## src/rtl/pci_target_mem_if.sv

```systemverilog
// PCI target bus bundle. Every target-driven line is split into a value and
// an output enable: an enable of 0 means the line is tri-stated, and the pad
// ring builds the real inout AD/TRDY/DEVSEL/STOP from these pairs. 'ad' is
// the value the initiator puts on AD.
interface pci_target_mem_if;
    logic        frame;
    logic        irdy;
    logic [3:0]  cbe;
    logic [31:0] ad;
    logic [31:0] ad_drv;
    logic        ad_en;
    logic        trdy;
    logic        trdy_en;
    logic        devsel;
    logic        devsel_en;
    logic        stop;
    logic        stop_en;

    modport master (
        output frame, irdy, cbe, ad,
        input  ad_drv, ad_en, trdy, trdy_en, devsel, devsel_en, stop, stop_en
    );

    modport slave (
        input  frame, irdy, cbe, ad,
        output ad_drv, ad_en, trdy, trdy_en, devsel, devsel_en, stop, stop_en
    );
endinterface

```

## src/rtl/pci_target_mem.sv

```systemverilog
// PCI memory target: DEPTH x 32-bit words decoded at BASE_AD.
// Fast DEVSEL, programmable initial wait states, zero-wait bursts, and
// disconnect when a burst would run past the last word.
module pci_target_mem #(
    parameter logic [31:0] BASE_AD     = 32'hFFFF0000,
    parameter int          DEPTH       = 16,
    parameter int          WAIT_STATES = 0
) (
    input logic              CLK,
    input logic              REST,
    pci_target_mem_if.slave  bus
);
    localparam int AW = $clog2(DEPTH);
    // Reads need at least one turnaround cycle before the target drives AD.
    localparam logic [1:0]  RD_WAIT  = (WAIT_STATES > 0) ? 2'(WAIT_STATES) : 2'd1;
    localparam logic [1:0]  WR_WAIT  = 2'(WAIT_STATES);
    localparam logic [AW:0] LAST_IDX = (AW+1)'(DEPTH - 1);

    typedef enum logic [2:0] {IDLE, BUSY, WAIT, DATA, DISC, RELEASE} state_t;

    state_t       state;
    logic [31:0]  mem [DEPTH];
    logic [AW:0]  idx;      // one spare bit so the index never wraps
    logic [1:0]   wcnt;
    logic         is_rd;
    logic [31:0]  ad_drv;
    logic         ad_en;
    logic         trdy_q, trdy_en;
    logic         devsel_q, devsel_en;
    logic         stop_q, stop_en;

    logic         hit;
    logic         xfer;
    logic         last;

    // Address must fall inside the aligned window and be a memory read/write.
    assign hit  = (bus.ad[31:AW+2] == BASE_AD[31:AW+2]) && (bus.cbe[3:1] == 3'b011);
    assign xfer = (state == DATA) && !bus.irdy && !trdy_q;
    assign last = (idx == LAST_IDX);

    assign bus.ad_drv    = ad_drv;
    assign bus.ad_en     = ad_en;
    assign bus.trdy      = trdy_q;
    assign bus.trdy_en   = trdy_en;
    assign bus.devsel    = devsel_q;
    assign bus.devsel_en = devsel_en;
    assign bus.stop      = stop_q;
    assign bus.stop_en   = stop_en;

    // Transaction FSM with registered bus outputs and read data.
    always_ff @(posedge CLK or posedge REST) begin
        if (REST) begin
            state     <= IDLE;
            idx       <= '0;
            wcnt      <= '0;
            is_rd     <= 1'b0;
            ad_drv    <= '0;
            ad_en     <= 1'b0;
            trdy_q    <= 1'b1;
            trdy_en   <= 1'b0;
            devsel_q  <= 1'b1;
            devsel_en <= 1'b0;
            stop_q    <= 1'b1;
            stop_en   <= 1'b0;
        end else begin
            case (state)
                IDLE: begin
                    if (!bus.frame) begin
                        if (hit) begin
                            state <= WAIT;
                            idx   <= {1'b0, bus.ad[AW+1:2]};
                            is_rd <= !bus.cbe[0];
                            wcnt  <= bus.cbe[0] ? WR_WAIT : RD_WAIT;
                        end else begin
                            state <= BUSY;
                        end
                    end
                end
                BUSY: begin
                    if (bus.frame && bus.irdy) state <= IDLE;
                end
                WAIT: begin
                    // Claim the bus; TRDY/STOP are owned (high) along with DEVSEL.
                    devsel_en <= 1'b1;
                    devsel_q  <= 1'b0;
                    trdy_en   <= 1'b1;
                    stop_en   <= 1'b1;
                    stop_q    <= 1'b1;
                    if (wcnt == 2'd0) begin
                        state  <= DATA;
                        trdy_q <= 1'b0;
                        if (is_rd) begin
                            ad_en  <= 1'b1;
                            ad_drv <= mem[idx[AW-1:0]];
                        end
                    end else begin
                        wcnt <= wcnt - 2'd1;
                    end
                end
                DATA: begin
                    if (xfer) begin
                        idx <= idx + (AW+1)'(1);
                        if (bus.frame) begin
                            state    <= RELEASE;
                            trdy_q   <= 1'b1;
                            devsel_q <= 1'b1;
                            stop_q   <= 1'b1;
                            ad_en    <= 1'b0;
                        end else if (last) begin
                            state  <= DISC;
                            trdy_q <= 1'b1;
                            stop_q <= 1'b0;
                            ad_en  <= 1'b0;
                        end else if (is_rd) begin
                            ad_drv <= mem[idx[AW-1:0] + AW'(1)];
                        end
                    end
                end
                DISC: begin
                    if (bus.frame) begin
                        state    <= RELEASE;
                        trdy_q   <= 1'b1;
                        devsel_q <= 1'b1;
                        stop_q   <= 1'b1;
                    end
                end
                RELEASE: begin
                    state     <= IDLE;
                    trdy_en   <= 1'b0;
                    devsel_en <= 1'b0;
                    stop_en   <= 1'b0;
                    ad_en     <= 1'b0;
                end
                default: state <= IDLE;
            endcase
        end
    end

    // Word storage; a write transfer merges only the enabled bytes.
    always_ff @(posedge CLK or posedge REST) begin
        if (REST) begin
            for (int i = 0; i < DEPTH; i++) mem[i] <= '0;
        end else if (xfer && !is_rd) begin
            for (int n = 0; n < 4; n++)
                if (!bus.cbe[n]) mem[idx[AW-1:0]][8*n +: 8] <= bus.ad[8*n +: 8];
        end
    end
endmodule

```

## src/flat_wrapper.sv

```systemverilog
// flat-port wrapper written by rule: the top's interface ports become plain ports
module pci_target_mem_flat 
#(
    parameter logic [31:0] BASE_AD     = 32'hFFFF0000,
    parameter int          DEPTH       = 16,
    parameter int          WAIT_STATES = 0
)
  (CLK, REST, bus_frame, bus_irdy, bus_cbe, bus_ad, bus_ad_drv, bus_ad_en, bus_trdy, bus_trdy_en, bus_devsel, bus_devsel_en, bus_stop, bus_stop_en);
  pci_target_mem_if bus_i ();
  input logic CLK;
  input logic REST;
  input wire logic [$bits(bus_i.frame)-1:0] bus_frame;
  input wire logic [$bits(bus_i.irdy)-1:0] bus_irdy;
  input wire logic [$bits(bus_i.cbe)-1:0] bus_cbe;
  input wire logic [$bits(bus_i.ad)-1:0] bus_ad;
  output wire logic [$bits(bus_i.ad_drv)-1:0] bus_ad_drv;
  output wire logic [$bits(bus_i.ad_en)-1:0] bus_ad_en;
  output wire logic [$bits(bus_i.trdy)-1:0] bus_trdy;
  output wire logic [$bits(bus_i.trdy_en)-1:0] bus_trdy_en;
  output wire logic [$bits(bus_i.devsel)-1:0] bus_devsel;
  output wire logic [$bits(bus_i.devsel_en)-1:0] bus_devsel_en;
  output wire logic [$bits(bus_i.stop)-1:0] bus_stop;
  output wire logic [$bits(bus_i.stop_en)-1:0] bus_stop_en;
  assign bus_i.frame = bus_frame;
  assign bus_i.irdy = bus_irdy;
  assign bus_i.cbe = bus_cbe;
  assign bus_i.ad = bus_ad;
  assign bus_ad_drv = bus_i.ad_drv;
  assign bus_ad_en = bus_i.ad_en;
  assign bus_trdy = bus_i.trdy;
  assign bus_trdy_en = bus_i.trdy_en;
  assign bus_devsel = bus_i.devsel;
  assign bus_devsel_en = bus_i.devsel_en;
  assign bus_stop = bus_i.stop;
  assign bus_stop_en = bus_i.stop_en;
  pci_target_mem #(.BASE_AD(BASE_AD), .DEPTH(DEPTH), .WAIT_STATES(WAIT_STATES)) u_core (.CLK(CLK), .REST(REST), .bus(bus_i));
endmodule
```

## config.mk

```make
export PLATFORM = sky130hd
export DESIGN_NAME = pci_target_mem_flat
export DESIGN_NICKNAME = d
export VERILOG_FILES = /design/src/rtl/pci_target_mem_if.sv /design/src/rtl/pci_target_mem.sv /design/src/flat_wrapper.sv
export SDC_FILE = /design/constraint.sdc
export NUM_CORES = 1
export LEC_CHECK = 0
export CAP_MARGIN = 10
export CORE_MARGIN = 4
export CORE_UTILIZATION = 63
export CTS_CLUSTER_DIAMETER = 120
export DETAILED_ROUTE_END_ITERATION = 6
export PLACE_DENSITY = 0.8
export SLEW_MARGIN = 20
export SYNTH_ARGS = -nofsm -noshare
export SYNTH_HDL_FRONTEND = slang
export SYNTH_SLANG_ARGS = --single-unit
export TNS_END_PERCENT = 10
```

## constraint.sdc

```tcl
create_clock -name CLK -period 21.7 [get_ports CLK]
set_input_delay 3.255 -clock CLK [delete_from_list [all_inputs] [get_ports CLK]]
set_output_delay 3.255 -clock CLK [all_outputs]
set_load 0.05 [all_outputs]
```

After elaboration in Yosys (flattened, before gate mapping). Index checks and enable logic that the tools add are counted.

Flip-flop bits (word level): 560. Latch bits: 0. Bits in writable memories: 0. Bits in read-only memories: 0. Input port bits: 40. Output and inout port bits: 39. Logic and storage cells: 151. Memories: 0.

$add $sub $neg: 3. Multipliers: 0. Divide/modulo/power cells: 0. Order comparisons: 3. Equal/unequal tests: 20. Shifts and indexed selects: 0. Multiplexer cells: 69. Bitwise operators: 3. Reductions and logical operators: 27.

Operators with widths (number): two-way mux 512 bit (7); bitwise mux 512 bit (4); demux 32 bit (select 4 bit) (4); two-way mux 32 bit (11); binary-select mux 32 bit (select 4 bit) (2); case mux 32 bit (2 select lines) (1); == test 26 bit (second input constant) (1); two-way mux 24 bit (1); two-way mux 3 bit (7); two-way mux 16 bit (1); two-way mux 1 bit (15); two-way mux 5 bit (3); case mux 3 bit (5 select lines) (1); inequality test 2 x 1 -> 1 bit (second input constant) (6); case mux 1 bit (3 select lines) (4); AND reduction 4 bit (3); >= comparator 5 bit (second input constant) (2); inequality test 2 bit (second input constant) (5); inverter 4 -> 5 bit (2); case mux 5 bit (2 select lines) (1); AND reduction 5 bit (2); == test 3 x 2 -> 1 bit (second input constant) (3); two-way mux 2 bit (4); two-way mux 8 bit (1); other kinds (21) (34).

Longest topological paths before layout. Gate-level depths: netlist of run 1.

Depth in word-level cells: 16. Depth in mapped cells: 13. Depth with buffers taken out: 9.

Worst setup path after synthesis of run 1. No wires, ideal clock.

Path kind: input to register. From: input bus_irdy. To: register u_core.mem[10] (netlist bit). Setup time: 0.125 ns. Arrival time: 4.979 ns. Required time: 21.575 ns. Setup slack: 16.596 ns. Stages on the path: 7. Buffers on the path: 3. Cells stage by stage: or2_2 > clkbuf_1 > or4_1 > buf_2 > buf_6 > nor2_4 > mux2_2.

Longest elaborated chain between the ends: 4.

Ends and longest elaborated chain: from (decl) (RTL line flat_wrapper.sv:13) `input wire logic [$bits(bus_i.irdy)-1:0] bus_irdy;`; zero test 1 bit (RTL line pci_target_mem.sv:38) `assign xfer = (state == DATA) && !bus.irdy && !trdy_q;`; logical AND 1 bit (2 in series) (RTL line pci_target_mem.sv:38); logical AND 1 bit (RTL line pci_target_mem.sv:143) `end else if (xfer && !is_rd) begin`; to (signal, indexed assignment) (RTL line pci_target_mem.sv:145) `if (!bus.cbe[n]) mem[idx[AW-1:0]][8*n +: 8] <= bus.ad[8*n +: 8];`; to (decl) (RTL line pci_target_mem.sv:22) `logic [31:0] mem [DEPTH];`.

No other way between the ends. A chain may end at the register's enable or synchronous reset.

Final worst setup path of run 1.
From: input bus_irdy. To: register u_core.mem[256] (netlist bit).

The elaborated chain is that of the path after synthesis.

==> impl_metrics.toml, run 1 <==
[placement]
gp_congestion = 0.866
dpl_cell_area_mm2 = 0.0313
detailed_place_hpwl_mm = 49.5
portBuffers = 78

[setup_path]
r2r_slack_ns = 17.59
worst-setup-path-type = "primary input to register"
critPathMaxFanout = 16
cp.arrival_ns = 6.38
cp.required_ns = 22.20
path_cells = "clkdlybuf4s50_1 > or2_2 > or4_2 > nor2_2 > mux2_2"
critPathSlowestCell = "or4_2"
critPathMaxStageDelay_ns = 1.09
start_kind = "primary input"
end_kind = "register"

[layout]
post-route-util_pct = 70.8
drive_gt1_share_pct = 36.4
layout_commonest_cell = "dfrtp_1"
final_area_mm2 = 0.0332
layout_common_cells = "555 x dfrtp_1, 485 x mux2_2, 279 x mux2i_1"
syn_to_final_growth_pct = 10.2
fin_nets = 2276
fillers = 3145

[detailed_routing]
met3_length_mm = 7.25
vias_per_cell = 7.13
routed.top_layer = "met4"
first_pass_iters = 5
vias = 20600
detail-route-antenna-nets = 0
routed-wl-met2_mm = 39.5
drt_wl_total_mm = 84.6
first_iter_violations = 2243
drcViolationCount = 0
met1_length_mm = 33.9
post_drt_wl_per_cell_um = 29.3

[sta]
skew_ns = 0.0216
hold_viol = 0
setup_violations = 0
tightest_slew_ns = 1.14
finalCritPeriodShare_pct = 27.1
min_period_ns = 5.88
slew_viol_final = 0
hold_slack_ns = 0.491
fmax_mhz = 170
finalSetupTns_ns = 0
slew-limit-headroom_pct = 24.1
rsz0062_at_grt = "no"

[synth]
synth_seq_area_share_pct = 46.5
synth_top_area_cell = "dfrtp_1"
synth-simple-area-share_pct = 4.96
syn-num-nets = 2270
synthTopCellsByArea = "dfrtp_1 46%, mux2_2 18%, mux2i_1 9.3%, mux4_2 8.7%, a22oi_1 3.3%"
synth_top_family_by_area = "multiplexers"
ys_ff_latch = 560
async_flop_share_pct = 100
synth.cell_area_mm2 = 0.0301
synth_compound_gate_area_share_pct = 8.22
muxShareOfSynthArea_pct = 37.4
synth_cells = 2224
yosys_warnings = 0
ys_types = 63
syn_avg_cell_area_um2 = 13.6
synth_enable_flop_cells = 0
synth_xor_area_share_pct = 0.116
synth-adder-area-share_pct = 0.249
synthFlopType = "dfrtp_1"
yosys.area.top_type_share_pct = 46.2

[floorplan]
fp-row-count = 79
die_h_um = 227
core_mm2 = 0.0470
die_w_um = 227
start_util_pct = 64.2
dieArea_mm2 = 0.0514
ios = 79

[power_and_ir_drop]
switching_share_pct = 24.3
p_comb_share_pct = 8.0
p_seq_share_pct = 48.6
clkPwrFrac_pct = 43.3
powerDensity_mw_per_mm2 = 69.3
p_total_mw = 2.30
leakage_nw = 15.1
intPower_mw = 1.74
ir_drop_v = 0.0000680
switchingPower_uw = 560

[global_routing]
grt_usage_pct = 33.1
antenna_found_initial = 0
grt_pass1_wl_mm = 129
grt_max_degree = 189
grt.overflow.total = 0
grt_pass1_vias = 21300

[clock_network]
cts_resized = 0
cts_tree = "done"
post_cts_buffers = 0
clkTransAtPathRegs_ns = 0.06
cts_buffers = 58
ctsHoldBuffers = 0
cts-root-buf = "clkbuf_16"
clock_latency_ns = 0.64
htree_num_levels = 2
cts.sink_count = 560
clockBufferDepth = 3

[flow_run]
maxCapViolCount = 0

[run_status]
outcome = "completed"

[worst_hold_path]
hold_path_class = "register to register"
area by class of cell:
type                    count  area (um^2)  share of cell area [%]
clock buffers              94         1800                    5.42
well taps                 607          759                    2.29
flip-flops and latches    560        14000                    42.2
diodes                      1         2.50                 0.00753
repair buffers            110         1080                    3.26
inverters                  10         45.0                   0.136
clock inverters            11         88.8                   0.267
multi-input cells        1490        15400                    46.4
power groups by stage:
stage	Sequential [mW]	Combinational, mW	Clock, mW
floorplan	1.13	0.135	0
global placement	1.13	0.176	0
detailed placement	1.14	0.182	0
CTS	1.12	0.183	1.00
global route	1.12	0.199	1.05
finish	1.12	0.185	0.998
state kept, by name, indices dropped and copies added (netlist names):
register and count:
u_core.bus.trdy_en 1, u_core.bus.stop 1, u_core.bus.devsel 1, u_core.is_rd 1, u_core.bus.ad_drv 32, u_core.idx 5
u_core.state 3, u_core.mem 512, u_core.bus.ad_en 1, u_core.bus.trdy 1, u_core.wcnt 2
logic make-up after synthesis:
group / after synthesis
multiplexers: 910
XOR/XNOR: 4
adder cells (fa/ha/maj): 6
AND/OR/NAND/NOR: 218
AO/OA/AOI/OAI: 352
flip-flops: 560
buffers and inverters: 174
worst max-delay path, delay by kind of cell:
family	cells	cell delay, ns
AND/OR/NAND/NOR	3	2.23
multiplexers	1	0.42
buffers and inverters	1	0.44
per-stage QoR:
stage | setup WS (ns) | std cells
after floorplan | 2.79 | 2224
after global placement | 15.12 | 2775
after detailed placement | 15.08 | 2775
after CTS | 15.73 | 2880
after global routing | 15.79 | 2882
final | 15.82 | 2883
final timing paths:
| path | endpoint | depth (start not counted) | from |
|---|---|---|---|
| setup / recovery | u_core.mem[256] | 5 | bus_irdy |
| hold / removal | u_core.bus.ad_drv[8] | 2 | u_core.bus.ad_drv[8] |
| setup reg to reg | u_core.bus.ad_drv[5] | 8 | u_core.idx[1] |
| hold reg to reg | u_core.bus.ad_drv[8] | 2 | u_core.bus.ad_drv[8] |
| max in group asynchronous | u_core.idx[1] | 4 | REST |
| min in group asynchronous | u_core.mem[210] | 2 | REST |
per-layer routing:
| metal | up-vias | global-route usage (%) |
|---|---|---|
| met1 | 10800 | 46.3 |
| met3 | 238 | 6.49 |
| li1 | 8530 | - |
| met5 | - | 0 |
| met4 | 0 | 14.6 |
| met2 | 1009 | 51.0 |
Yosys cell counts (4+ instances only):
cell	instances
nand2_1	74
buf_6	4
o41ai_1	8
mux2_2	485
nor2_1	27
a211o_1	8
a22oi_1	132
ha_1	6
nand3b_1	4
nor2_8	20
dfrtp_1	557
nand4_1	4
a21oi_1	72
buf_1	7
o21ai_0	5
nand3_1	18
nor2_4	20
inv_1	9
a22o_1	8
buf_4	5
a211oi_1	22
clkbuf_1	111
a21o_1	18
o22ai_1	32
mux2_1	14
mux2_4	16
mux4_2	116
nor4_1	4
mux2i_1	279
or4_1	4
nor2_2	24
buf_2	35
o31ai_1	19
a32o_1	5
(Power assumes the default switching activity.)
==> inputs of run 2 (changes only) <==
--- a/config.mk
+++ b/config.mk
@@ -7,10 +7,10 @@
 export LEC_CHECK = 0
 export CAP_MARGIN = 10
 export CORE_MARGIN = 4
-export CORE_UTILIZATION = 63
+export CORE_UTILIZATION = 57
 export CTS_CLUSTER_DIAMETER = 120
 export DETAILED_ROUTE_END_ITERATION = 6
-export PLACE_DENSITY = 0.8
+export PLACE_DENSITY = 0.76
 export SLEW_MARGIN = 20
 export SYNTH_ARGS = -nofsm -noshare
 export SYNTH_HDL_FRONTEND = slang
==> constraint.sdc (replaced) <==
create_clock -name CLK -period 5.1 [get_ports CLK]
set_input_delay 0.765 -clock CLK [delete_from_list [all_inputs] [get_ports CLK]]
set_output_delay 0.765 -clock CLK [all_outputs]
set_load 0.05 [all_outputs]
==> impl_metrics.toml, run 2 (synthesized netlist as in run 1, its figures left out) <==
[layout]
largest_register_ffs = 512
fin_nets = 2300
reg.largest.list = "u_core.mem (512), u_core.bus.ad_drv (32), u_core.idx (5)"
fin_cells = 2993
layout_common_cells = "555 x dfrtp_1, 485 x mux2_2, 279 x mux2i_1"
syn_to_final_growth_pct = 12.5
top_register = "u_core.mem"
post-route-util_pct = 64.6
drive_gt1_share_pct = 37.6
layout_commonest_cell = "dfrtp_1"

[sta]
skew_ns = 0.0179
slew_viol_final = 0
slew-limit-headroom_pct = 26.6
setup_violations = 0
fmax_mhz = 263
hold_viol = 0
min_period_ns = 3.81
rsz0062_at_grt = "no"
tightest_slew_ns = 1.10
finalSetupTns_ns = 0
finalCritPeriodShare_pct = 74.7

[clock_network]
post_cts_buffers = 0
cts_tree = "done"
cts.sink_count = 560
clkTransAtPathRegs_ns = 0.06
clock_latency_ns = 0.62
ctsHoldBuffers = 0
cts_buffers = 60
cts_resized = 0
cts-root-buf = "clkbuf_16"
htree_num_levels = 2
clockBufferDepth = 3

[global_routing]
grt_usage_pct = 30.4
grtUsageMet1_pct = 42.0
grt.overflow.total = 0
grt_pass1_wl_mm = 133
gr-max-usage-layer = "met2"
grtUsageMet2_pct = 46.9
grt_max_degree = 149
grt_pass1_vias = 21600
grt_use_met3_pct = 7.34
antenna_found_initial = 2

[floorplan]
ios = 79
core_mm2 = 0.0524
fp-row-count = 84
dieArea_mm2 = 0.0566
die_h_um = 238
start_util_pct = 57.5
die_w_um = 238

[detailed_routing]
vias = 20700
first_pass_iters = 6
drt_wl_total_mm = 86.2
vias_per_cell = 6.93
drcViolationCount = 0
first_iter_violations = 2351
detail-route-antenna-nets = 0
post_drt_wl_per_cell_um = 28.8

[placement]
portBuffers = 78
gp_congestion = 0.869
placed_cells_incl_taps = 2880
detailed_place_hpwl_mm = 52.9

[setup_path]
cp.arrival_ns = 4.34
r2r-start = "u_core.idx[0]"
cpLargestDelayFamily = "compound AO/OA/AOI/OAI gates"
r2r-end = "u_core.bus.ad_drv[2]"
start_kind = "register"
r2r_slack_ns = 1.29
cp.required_ns = 5.63
critPathSlowestCell = "nand3b_1"
critPathMaxFanout = 50
reg2reg_depth = 6
end_kind = "register"
path_cells = "buf_4 > nand3b_1 > o22ai_1 > a211oi_1 > a21o_1 > o31ai_1"
critPathMaxStageDelay_ns = 0.90
worstPathBufferInverterCount = 1
worst-setup-path-type = "register to register"

[worst_hold_path]
hold_path_class = "register to register"
hold-path-endpoint = "u_core.bus.ad_drv[11]"
holdPathStages = 2
hp-start = "u_core.bus.ad_drv[11]"

[power_and_ir_drop]
ir_drop_v = 0.000265
leakage_nw = 15.4
powerDensity_mw_per_mm2 = 307

[run_status]
outcome = "completed"

[flow_run]
maxCapViolCount = 0
==> run 2: worst max-delay path by stage <==
stage,from,end,slack (ns),cells past startpoint
floorplan,REST,u_core.bus.ad_drv[0],-3.29,1
global placement,bus_ad[22],u_core.idx[0],1.24,7
detailed placement,bus_irdy,u_core.mem[285],1.19,5
CTS,u_core.idx[0],u_core.bus.ad_drv[2],1.37,6
global route,u_core.idx[0],u_core.bus.ad_drv[2],1.11,6
finish,u_core.idx[0],u_core.bus.ad_drv[2],1.29,6
==> run 2: tightest hold or removal path: cells and delay by family, from the launching register on <==
kind	cells	cell delay [ns]
flops	1	0.34
simple gates	1	0.05
compound gates	1	0.05
==> run 2: power breakdown <==
part | switching (mW) | internal [mW]
clock | 1.85 | 2.98
sequential | 0.159 | 4.61
combinational | 0.436 | 0.370
==> run 2: per-layer routing <==
| metal | routed length [um] | part of all wire [%] |
|---|---|---|
| met5 | 0 | 0 |
| met4 | 3380 | 3.9 |
| met3 | 7870 | 9.1 |
| met2 | 40200 | 47 |
| met1 | 34800 | 40 |
==> run 2: through the flow <==
stage | total power [mW] | cell area [um^2] | setup slack (ns) | hold slack [ns]
after floorplan | 5.37 | 30100 | -3.29 | 0.469
after global placement | 5.60 | 31700 | 1.24 | 0.476
after detailed placement | 5.64 | 31700 | 1.19 | 0.472
after CTS | 10.4 | 33900 | 1.37 | 0.486
after global routing | 10.7 | 33900 | 1.11 | 0.515
final | 10.4 | 33900 | 1.29 | 0.476
==> run 2: cell type report <==
type | instances | area (um^2)
fillers | 3742 | 18500
multi-input cells | 1490 | 15400
flip-flops and latches | 560 | 14000
clock buffers | 84 | 1740
repair buffers | 132 | 1350
well taps | 688 | 861
clock inverters | 27 | 449
inverters | 10 | 41.3
diodes | 2 | 5.00
